[src/rtl/muldiv_unit.sv]
// Iterative RV64 M-extension multiply/divide engine with a start/busy/done handshake.
// Define MULDIV_WORD_EN to add the 'word' port and the 32-bit W-variant operations.
module muldiv_unit #(
    parameter int XLEN = 64
) (
    input  logic            clk,
    input  logic            rst,
    input  logic            start,
    input  logic [2:0]      op,
`ifdef MULDIV_WORD_EN
    input  logic            word,
`endif
    input  logic [XLEN-1:0] operand_a,
    input  logic [XLEN-1:0] operand_b,
    input  logic            kill,
    output logic            busy,
    output logic            done,
    output logic [XLEN-1:0] result
);

    localparam int CNT_W = $clog2(XLEN) + 1;

    typedef enum logic [1:0] {IDLE, CALC, FIX, DONE} state_t;
    state_t state, state_n;

    logic              word_in, a_sgn_in, b_sgn_in, a_neg_in, b_neg_in;
    logic              zero_div_in, hi_sel_in, accept;
    logic [XLEN-1:0]   a_ext, b_ext, a_mag, b_mag, quo_init;

    logic [CNT_W-1:0]  cnt;
    logic              op_div, op_rem, hi_sel, a_neg, b_neg, zdiv, last_iter;
    logic [2*XLEN-1:0] prod, mcand, prod_fix;
    logic [XLEN-1:0]   mplier, dvsr, quo, rem_r, rem_shl;
    logic [XLEN:0]     rem_sub;
    logic [XLEN-1:0]   quo_fix, rem_fix, raw, res_next;
`ifdef MULDIV_WORD_EN
    logic              word_q;
    assign word_in = word;
`else
    assign word_in = 1'b0;
`endif

    assign accept    = (state == IDLE) && start && !kill;
    assign a_sgn_in  = (op == 3'b001) || (op == 3'b010) || (op == 3'b100) || (op == 3'b110);
    assign b_sgn_in  = (op == 3'b001) || (op == 3'b100) || (op == 3'b110);
    assign hi_sel_in = !op[2] && (op[1:0] != 2'b00) && !word_in;

    // Operands become sign-tagged magnitudes; a zero divisor parks the raw dividend instead.
    always_comb begin
        a_ext = operand_a;
        b_ext = operand_b;
`ifdef MULDIV_WORD_EN
        if (word_in) begin
            a_ext = {{(XLEN-32){a_sgn_in & operand_a[31]}}, operand_a[31:0]};
            b_ext = {{(XLEN-32){b_sgn_in & operand_b[31]}}, operand_b[31:0]};
        end
`endif
        a_neg_in    = a_sgn_in & a_ext[XLEN-1];
        b_neg_in    = b_sgn_in & b_ext[XLEN-1];
        a_mag       = a_neg_in ? -a_ext : a_ext;
        b_mag       = b_neg_in ? -b_ext : b_ext;
        zero_div_in = op[2] && (b_ext == '0);
        quo_init    = zero_div_in ? a_ext : a_mag;
`ifdef MULDIV_WORD_EN
        if (word_in && !zero_div_in) quo_init = a_mag << (XLEN-32);
`endif
    end

`ifdef MULDIV_WORD_EN
    assign last_iter = (cnt == (word_q ? CNT_W'(31) : CNT_W'(XLEN-1)));
`else
    assign last_iter = (cnt == CNT_W'(XLEN-1));
`endif

    assign rem_shl = {rem_r[XLEN-2:0], quo[XLEN-1]};
    assign rem_sub = {rem_r, quo[XLEN-1]} - {1'b0, dvsr};

    always_comb begin
        prod_fix = (a_neg ^ b_neg) ? -prod : prod;
        quo_fix  = (a_neg ^ b_neg) ? -quo : quo;
        rem_fix  = a_neg ? -rem_r : rem_r;
        if (zdiv)        raw = op_rem ? quo : '1;
        else if (op_div) raw = op_rem ? rem_fix : quo_fix;
        else if (hi_sel) raw = prod_fix[2*XLEN-1:XLEN];
        else             raw = prod_fix[XLEN-1:0];
        res_next = raw;
`ifdef MULDIV_WORD_EN
        if (word_q) res_next = {{(XLEN-32){raw[31]}}, raw[31:0]};
`endif
    end

    always_ff @(posedge clk or negedge rst) begin
        if (!rst) state <= IDLE;
        else      state <= state_n;
    end

    always_comb begin
        state_n = state;
        case (state)
            IDLE:    if (accept) state_n = zero_div_in ? FIX : CALC;
            CALC:    if (kill) state_n = IDLE; else if (last_iter) state_n = FIX;
            FIX:     state_n = kill ? IDLE : DONE;
            DONE:    state_n = IDLE;
            default: state_n = IDLE;
        endcase
    end

    always_ff @(posedge clk or negedge rst) begin
        if (!rst) begin
            cnt    <= '0;
            op_div <= 1'b0;
            op_rem <= 1'b0;
            hi_sel <= 1'b0;
            a_neg  <= 1'b0;
            b_neg  <= 1'b0;
            zdiv   <= 1'b0;
            prod   <= '0;
            mcand  <= '0;
            mplier <= '0;
            dvsr   <= '0;
            quo    <= '0;
            rem_r  <= '0;
            result <= '0;
`ifdef MULDIV_WORD_EN
            word_q <= 1'b0;
`endif
        end else begin
            case (state)
                IDLE: if (accept) begin
                    cnt    <= '0;
                    op_div <= op[2];
                    op_rem <= op[2] & op[1];
                    hi_sel <= hi_sel_in;
                    a_neg  <= a_neg_in;
                    b_neg  <= b_neg_in;
                    zdiv   <= zero_div_in;
                    prod   <= '0;
                    mcand  <= {{XLEN{1'b0}}, a_mag};
                    mplier <= b_mag;
                    dvsr   <= b_mag;
                    quo    <= quo_init;
                    rem_r  <= '0;
`ifdef MULDIV_WORD_EN
                    word_q <= word_in;
`endif
                end
                CALC: if (!kill) begin
                    cnt <= cnt + 1'b1;
                    if (op_div) begin
                        rem_r <= rem_sub[XLEN] ? rem_shl : rem_sub[XLEN-1:0];
                        quo   <= {quo[XLEN-2:0], ~rem_sub[XLEN]};
                    end else begin
                        prod   <= prod + (mplier[0] ? mcand : '0);
                        mcand  <= mcand << 1;
                        mplier <= mplier >> 1;
                    end
                end
                FIX: if (!kill) result <= res_next;
                default: ;
            endcase
        end
    end

    assign busy = (state == CALC) || (state == FIX);
    assign done = (state == DONE);

endmodule

[config.mk]
export PLATFORM = sky130hd
export DESIGN_NAME = muldiv_unit
export DESIGN_NICKNAME = d
export VERILOG_FILES = /design/src/rtl/muldiv_unit.sv
export SDC_FILE = /design/constraint.sdc
export NUM_CORES = 2
export LEC_CHECK = 0
export BUFFER_PORTS_ARGS = -buffer_cell sky130_fd_sc_hd__buf_4
export CAP_MARGIN = 5
export CORE_MARGIN = 4
export CORE_UTILIZATION = 50
export CTS_BUF_LIST = sky130_fd_sc_hd__clkbuf_4 sky130_fd_sc_hd__clkbuf_8 sky130_fd_sc_hd__clkbuf_16
export DETAILED_ROUTE_END_ITERATION = 12
export PLACE_DENSITY = 0.72
export SLEW_MARGIN = 20
export SYNTH_ARGS = -nofsm -noshare
export SYNTH_HDL_FRONTEND = slang
export SYNTH_SLANG_ARGS = --single-unit
[constraint.sdc]
create_clock -name clk -period 4.6 [get_ports clk]
set_input_delay 0.46 -clock clk [delete_from_list [all_inputs] [get_ports clk]]
set_output_delay 0.46 -clock clk [all_outputs]
set_load 0.05 [all_outputs]
; ---- Word level (Yosys, flattened, before mapping)
; Cells that the tools add are included.
[word_totals]
register_bits = 591
inputBits = 135
out_inout_bits = 66
word_cells = 106
[op_classes]
add_sub_neg = 8
eq_ne = 13
mux = 42
n_bitwise = 6
reduce_logical = 22
[ops]
columns = operator, n
row1 = $mux W64, 20
row2 = $mux W128, 8
row3 = $pmux W128 S2, 2
row4 = $pmux W64 S2, 3
row5 = $neg A64 Y64, 4
row6 = $add A128 B128 Y128, 1
row7 = $neg A128 Y128, 1
row8 = $sub A65 B64 Y65, 1
row9 = $logic_not A64 Y1, 1
row10 = $mux W7, 2
row11 = $pmux W7 S2, 1
row12 = $mux W2, 5
row13 = $ne A2 B2 Y1 const B, 4
row14 = $pmux W2 S4, 1
row15 = $reduce_and A4 Y1, 2
row16 = $add A7 B1 Y7 const B, 1
row17 = $eq A7 B6 Y1 const B, 1
row18 = $eq A3 B3 Y1 const B, 2
row19 = $logic_or A1 B1 Y1, 6
row20 = $reduce_and A2 Y1, 3
row21 = $eq A2 B2 Y1 const B, 2
row22 = $logic_and A1 B1 Y1, 4
row23 = $reduce_bool A2 Y1, 2
row24 = $and A1 B1 Y1, 3
row25 = other kinds (9), 11

; ---- Depth between registers and ports, before layout
[logic_depth]
ltp_word = 9
mapped_depth = 18
depth_no_buf = 16

; ---- Least setup slack after synthesis
; Ideal clock, no wire load.
[synth_path]
path_type = register to register
start = register rem_r[26]
end = register result[61]
setup_ps = 82
t_arrival_ps = 4119
t_required_ps = 4518
setup_slack_ps = 399
path_stages_with_launch = 14
n_path_buf = 2
period_less_slack_ps = 4201
path_cell_list = dfrtp_1 or4_1 or3_4 or4_4 buf_6 or3_4 or3_4 or4_4 buf_6 o31ai_1 xnor2_1 nor2_1 or3_1 a31oi_1
[synth_via]
elab_chain_cells = 5
[synth_rtl]
columns = item, line_no
row1 = from (decl), 33  ; logic [XLEN-1:0] mplier, dvsr, quo, rem_r, rem_shl;
row2 = from (signal assigned), 150  ; rem_r <= rem_sub[XLEN] ? rem_shl : rem_sub[XLEN-1:0];
row3 = $neg A64 Y64, 81  ; rem_fix = a_neg ? -rem_r : rem_r;
row4 = $mux W64, 81
row5 = $mux W64 (2 in series), 83  ; else if (op_div) raw = op_rem ? rem_fix : quo_fix;
row6 = $mux W64, 82  ; if (zdiv) raw = op_rem ? quo : '1;
row7 = to (signal assigned), 158  ; FIX: if (!kill) result <= res_next;
row8 = to (decl), 18  ; output logic [XLEN-1:0] result
; Every way passes these cells.
; A chain may end at the register's enable or synchronous reset.

; ---- Worst setup path in the final report
[layout_path]
start = register quo[16]
end = register result[62]
[layout_via]
elab_chain_cells = 5
[layout_rtl]
columns = item, line_no
row1 = from (decl), 33
row2 = from (signal assigned), 141  ; quo <= quo_init;
row3 = from (signal assigned), 151  ; quo <= {quo[XLEN-2:0], ~rem_sub[XLEN]};
row4 = $neg A64 Y64, 80  ; quo_fix = (a_neg ^ b_neg) ? -quo : quo;
row5 = $mux W64, 80
row6 = $mux W64 (2 in series), 83
row7 = $mux W64, 82
; Every way passes these cells.

==> results.toml <==
[status]
outcome = "finished clean"

[synthesis]
synth_enable_flop_cells = 0
synth.cell_area_sq_mm = 0.04817
synth.avg_cell_area_sq_um = 7.551
synth-warning-count = 0
synthesized_net_count = 6717
netlist-cell-type-count = 85
synth-seq-cells = 591
synthArstFlopShare_pct = 100.0
postSynthCellCount = 6379
ys_dominant_reg_cell = "sky130_fd_sc_hd__dfrtp_1"
proportion_of_synthesized_chip_area_in_sequential_cells_pct = 30.70

[clock_network]
cts_tree = "yes"
clk_pin_slew_ps = 60
cts_max_level = 3
clockBufferDepth = 3
clkLatencyLatePin_ps = 680
root_buffer = "sky130_fd_sc_hd__clkbuf_16"
clock-sinks = 591
cts_made_buffers = 75

[route]
wl_mm = 197.6
drtIter0Drc = 6202
detail_route.wl_per_cell_um = 24.96
drtPass1Iterations = 8
drcViolationCount = 0
via_count = 50570
postRouteAntennaNets = 0
viasPerCell = 6.386

[sta]
setup_viol_count_final = 0
whs_ps = 118.9
finalMaxSlewViolations = 0
share_of_the_cycle_needed_by_the_critical_path_after_routing_pct = 98.38
min_clock_period_post_route_ps = 4525
worst_slew_pin_slew_ps = 1168
hold_fails_final_rpt = 0
fmaxAchievable_ghz = 0.2210
fin_worst_skew_ps = 37.13
worst_slew_margin_pct = 22.06

[worst_setup_path]
worst_path_largest_cell_delay_ps = 720
critical_path.cell_chain = "or4_1 > nor4_2 > nand4_1 > or3_1 > or4_1 > nor3_1 > a21oi_1 > xnor2_1 > nor2_1 > a211oi_1 > o31ai_1"
crit_path_end_kind = "register"
critical_path.max_fanout = 4
cp-start-kind = "register"
number_of_buffers_and_inverters_on_the_critical_path = 0
worst_path_max_delay_cell = "sky130_fd_sc_hd__or4_1"
cpLargestDelayFamily = "simple AND/OR/NAND/NOR gates"
cp_data_arrival_time_ps = 5040
critical-path-top-cell-by-count = "sky130_fd_sc_hd__or4_1"
regToRegStartpoint = "quo[16]"
critical_path_class = "register to register"
timing_startpoint_of_the_critical_path = "quo[16]"
cp.required_ps = 5120

[global_routing]
globalRouteOverflowTotal = 0
grt_max_degree = 199
grt_busiest_layer = "met2"
met2_capacity_usage_during_global_routing_pct = 55.89
global_route.usage.total_pct = 37.26
groute.layer.met1.usage_pct = 52.56
first_global_vias = 46550
grt_pass1_wl_mm = 292.9
gr-usage-met3_pct = 6.826
antenna_found_initial = 3

[layout]
fin_util_pct = 58.28
multi_input_area_sq_mm = 0.03140
final_nets = 6933
nFillCells = 8997
area_growth_pct = 15.30
sequential_cell_area_sq_mm = 0.01480
layout-drive-gt1-share_pct = 11.88

[floorplanning]
placement_rows = 113
io_pins = 201
die_area_sq_mm = 0.1014
start_util_pct = 50.55
fp.coreArea_sq_mm = 0.09529
die_y_um = 318.4
die_w_um = 318.4

[power]
p_leak_nw = 24.86
pwr_density_cell_mw_per_mm2 = 712.2
peakVddDrop_v = 0.0005305

[place]
portBuffers = 200
global_placement_routability_congestion = 1.048
dpl.hpwl_mm = 152.6

[worst_hold_path]
worst_hold_path_type = "input port to register"
min-delay-start = "op[1]"

[run]
cap_violations = 0
[worst reg2reg max path, stage by stage, from the launching register on]
cell	delay, ps
sky130_fd_sc_hd__dfrtp_1	370
sky130_fd_sc_hd__or4_1	720
sky130_fd_sc_hd__nor4_2	670
sky130_fd_sc_hd__nand4_1	380
sky130_fd_sc_hd__or3_1	530
sky130_fd_sc_hd__or4_1	530
sky130_fd_sc_hd__nor3_1	390
sky130_fd_sc_hd__a21oi_1	160
sky130_fd_sc_hd__xnor2_1	170
sky130_fd_sc_hd__nor2_1	60
sky130_fd_sc_hd__a211oi_1	280
sky130_fd_sc_hd__o31ai_1	130
[cells in the mapped netlist (all sizes together), types with 8 or more instances]
library cell	instances	area, sq um
nand2	852	3198
o21ai	765	3836
a21oi	703	3518
dfrtp	591	14790
nor2	525	1971
clkbuf	377	1416
xor2	285	2496
xnor2	273	2391
ha	201	2515
inv	150	563.0
and2	143	894.6
nor3	119	595.6
or3	119	764.5
nand4	108	675.7
o31ai	101	768.2
a21o	99	743.2
nand3	90	450.4
a22o	70	613.1
nor4	64	415.4
buf	55	229.0
a31oi	53	331.6
or4	52	405.4
o22ai	49	306.5
o21bai	46	345.3
nand2b	42	262.8
a211oi	38	285.3
o211ai	38	285.3
nor2b	37	231.5
o41ai	34	297.8
o311ai	31	271.5
mux2i	30	300.3
or2	24	150.2
and3	22	137.6
o21a	21	157.7
a221oi	14	128.9
o221ai	14	122.6
a21boi	13	97.59
a32oi	10	87.58
a211o	9	78.83
a221o	9	90.09
nand3b	9	67.56
and4	8	70.07
[report_power, final]
group          switching, mW  internal [mW]  total [mW]
clock                   2.54           3.89        6.43
combinational           16.0           8.16        24.1
sequential              2.25           6.72        8.97
total                   20.8           18.8        39.6
[registers in the layout, indices dropped and copies added (netlist names)]
name	cells
a_neg	1
quo	64
mcand	128
b_neg	1
prod	128
state	2
op_div	1
result	64
rem_r	64
mplier	64
dvsr	64
hi_sel	1
cnt	7
op_rem	1
zdiv	1
[kinds of logic (layout without fill, tap and decap cells)]
kind of cell,Yosys count,after routing,synth area share (%)
other,0,1,0
muxes,32,32,0.6702
xor gates and xnor gates,558,558,10.15
adders and majority gates,203,203,5.304
and+or+nand+nor,2237,2237,21.79
buffers and inverters,582,855,4.585
DFF,591,591,30.70
AOI/OAI and AO/OA,2176,2176,26.80
[final timing paths]
path / endpoint / slack [ps] / depth (start not counted)
max: result[62] / 70 / 11
min: op_rem / 120 / 3
max reg2reg: result[62] / 70 / 11
min reg2reg: dvsr[23] / 480 / 2
max in group asynchronous: mplier[3] / 2820 / 3
min in group asynchronous: quo[14] / 460 / 2
[final cells by class]
type / instances / share of cell area [%]
Antenna cell: 1 / 0.004506
Clock buffer: 99 / 3.902
Clock inverter: 35 / 0.8832
Inverter: 150 / 1.014
Multi-Input combinational cell: 5206 / 56.53
Sequential cell: 591 / 26.65
Tap cell: 1265 / 2.850
Timing Repair Buffer: 571 / 8.167
[routing by layer]
| layer | vias up | routed length (um) |
|---|---|---|
| met1 | 24370 | 83940 |
| met4 | 0 | 10590 |
| li1 | 23260 | - |
| met2 | 2534 | 84290 |
| met5 | - | 0 |
| met3 | 409 | 18770 |
[through the flow]
stage	total power [mW]	worst slack, ps	TNS (ps)	cells	cell area, sq um
after detailed placement	32.12	-321.0	-2064	7777	52670
after CTS	38.71	23.48	0	7912	55380
after global routing	41.47	-9.415	-11.57	7918	55540
final	39.55	74.57	0	7918	55540
after floorplan	22.73	398.8	0	6379	48170
after global placement	31.97	-356.0	-2273	7777	52660
[cells in the final DEF (no fill, tap or decap), types with 59 or more instances in the layout]
cell / instances
sky130_fd_sc_hd__a21o_1: 99
sky130_fd_sc_hd__a21oi_1: 701
sky130_fd_sc_hd__a22o_1: 70
sky130_fd_sc_hd__and2_1: 141
sky130_fd_sc_hd__buf_4: 550
sky130_fd_sc_hd__clkbuf_16: 79
sky130_fd_sc_hd__dfrtp_1: 586
sky130_fd_sc_hd__ha_1: 200
sky130_fd_sc_hd__inv_1: 149
sky130_fd_sc_hd__nand2_1: 850
sky130_fd_sc_hd__nand3_1: 89
sky130_fd_sc_hd__nand4_1: 108
sky130_fd_sc_hd__nor2_1: 521
sky130_fd_sc_hd__nor3_1: 119
sky130_fd_sc_hd__nor4_1: 59
sky130_fd_sc_hd__o21ai_0: 750
sky130_fd_sc_hd__o31ai_1: 99
sky130_fd_sc_hd__or3_1: 114
sky130_fd_sc_hd__xnor2_1: 272
sky130_fd_sc_hd__xor2_1: 284
[what timing repair did]
action / in CTS / in global routing
resized for setup: 9 / 17
endpoints found under the hold margin: 88 / 0
pin swaps: 0 / 4
endpoints found under the setup margin: 20 / 23
buffers inserted: 0 / 3
hold buffers: 1 / 0
cloned: 0 / 2
(Power assumes the default switching activity.)
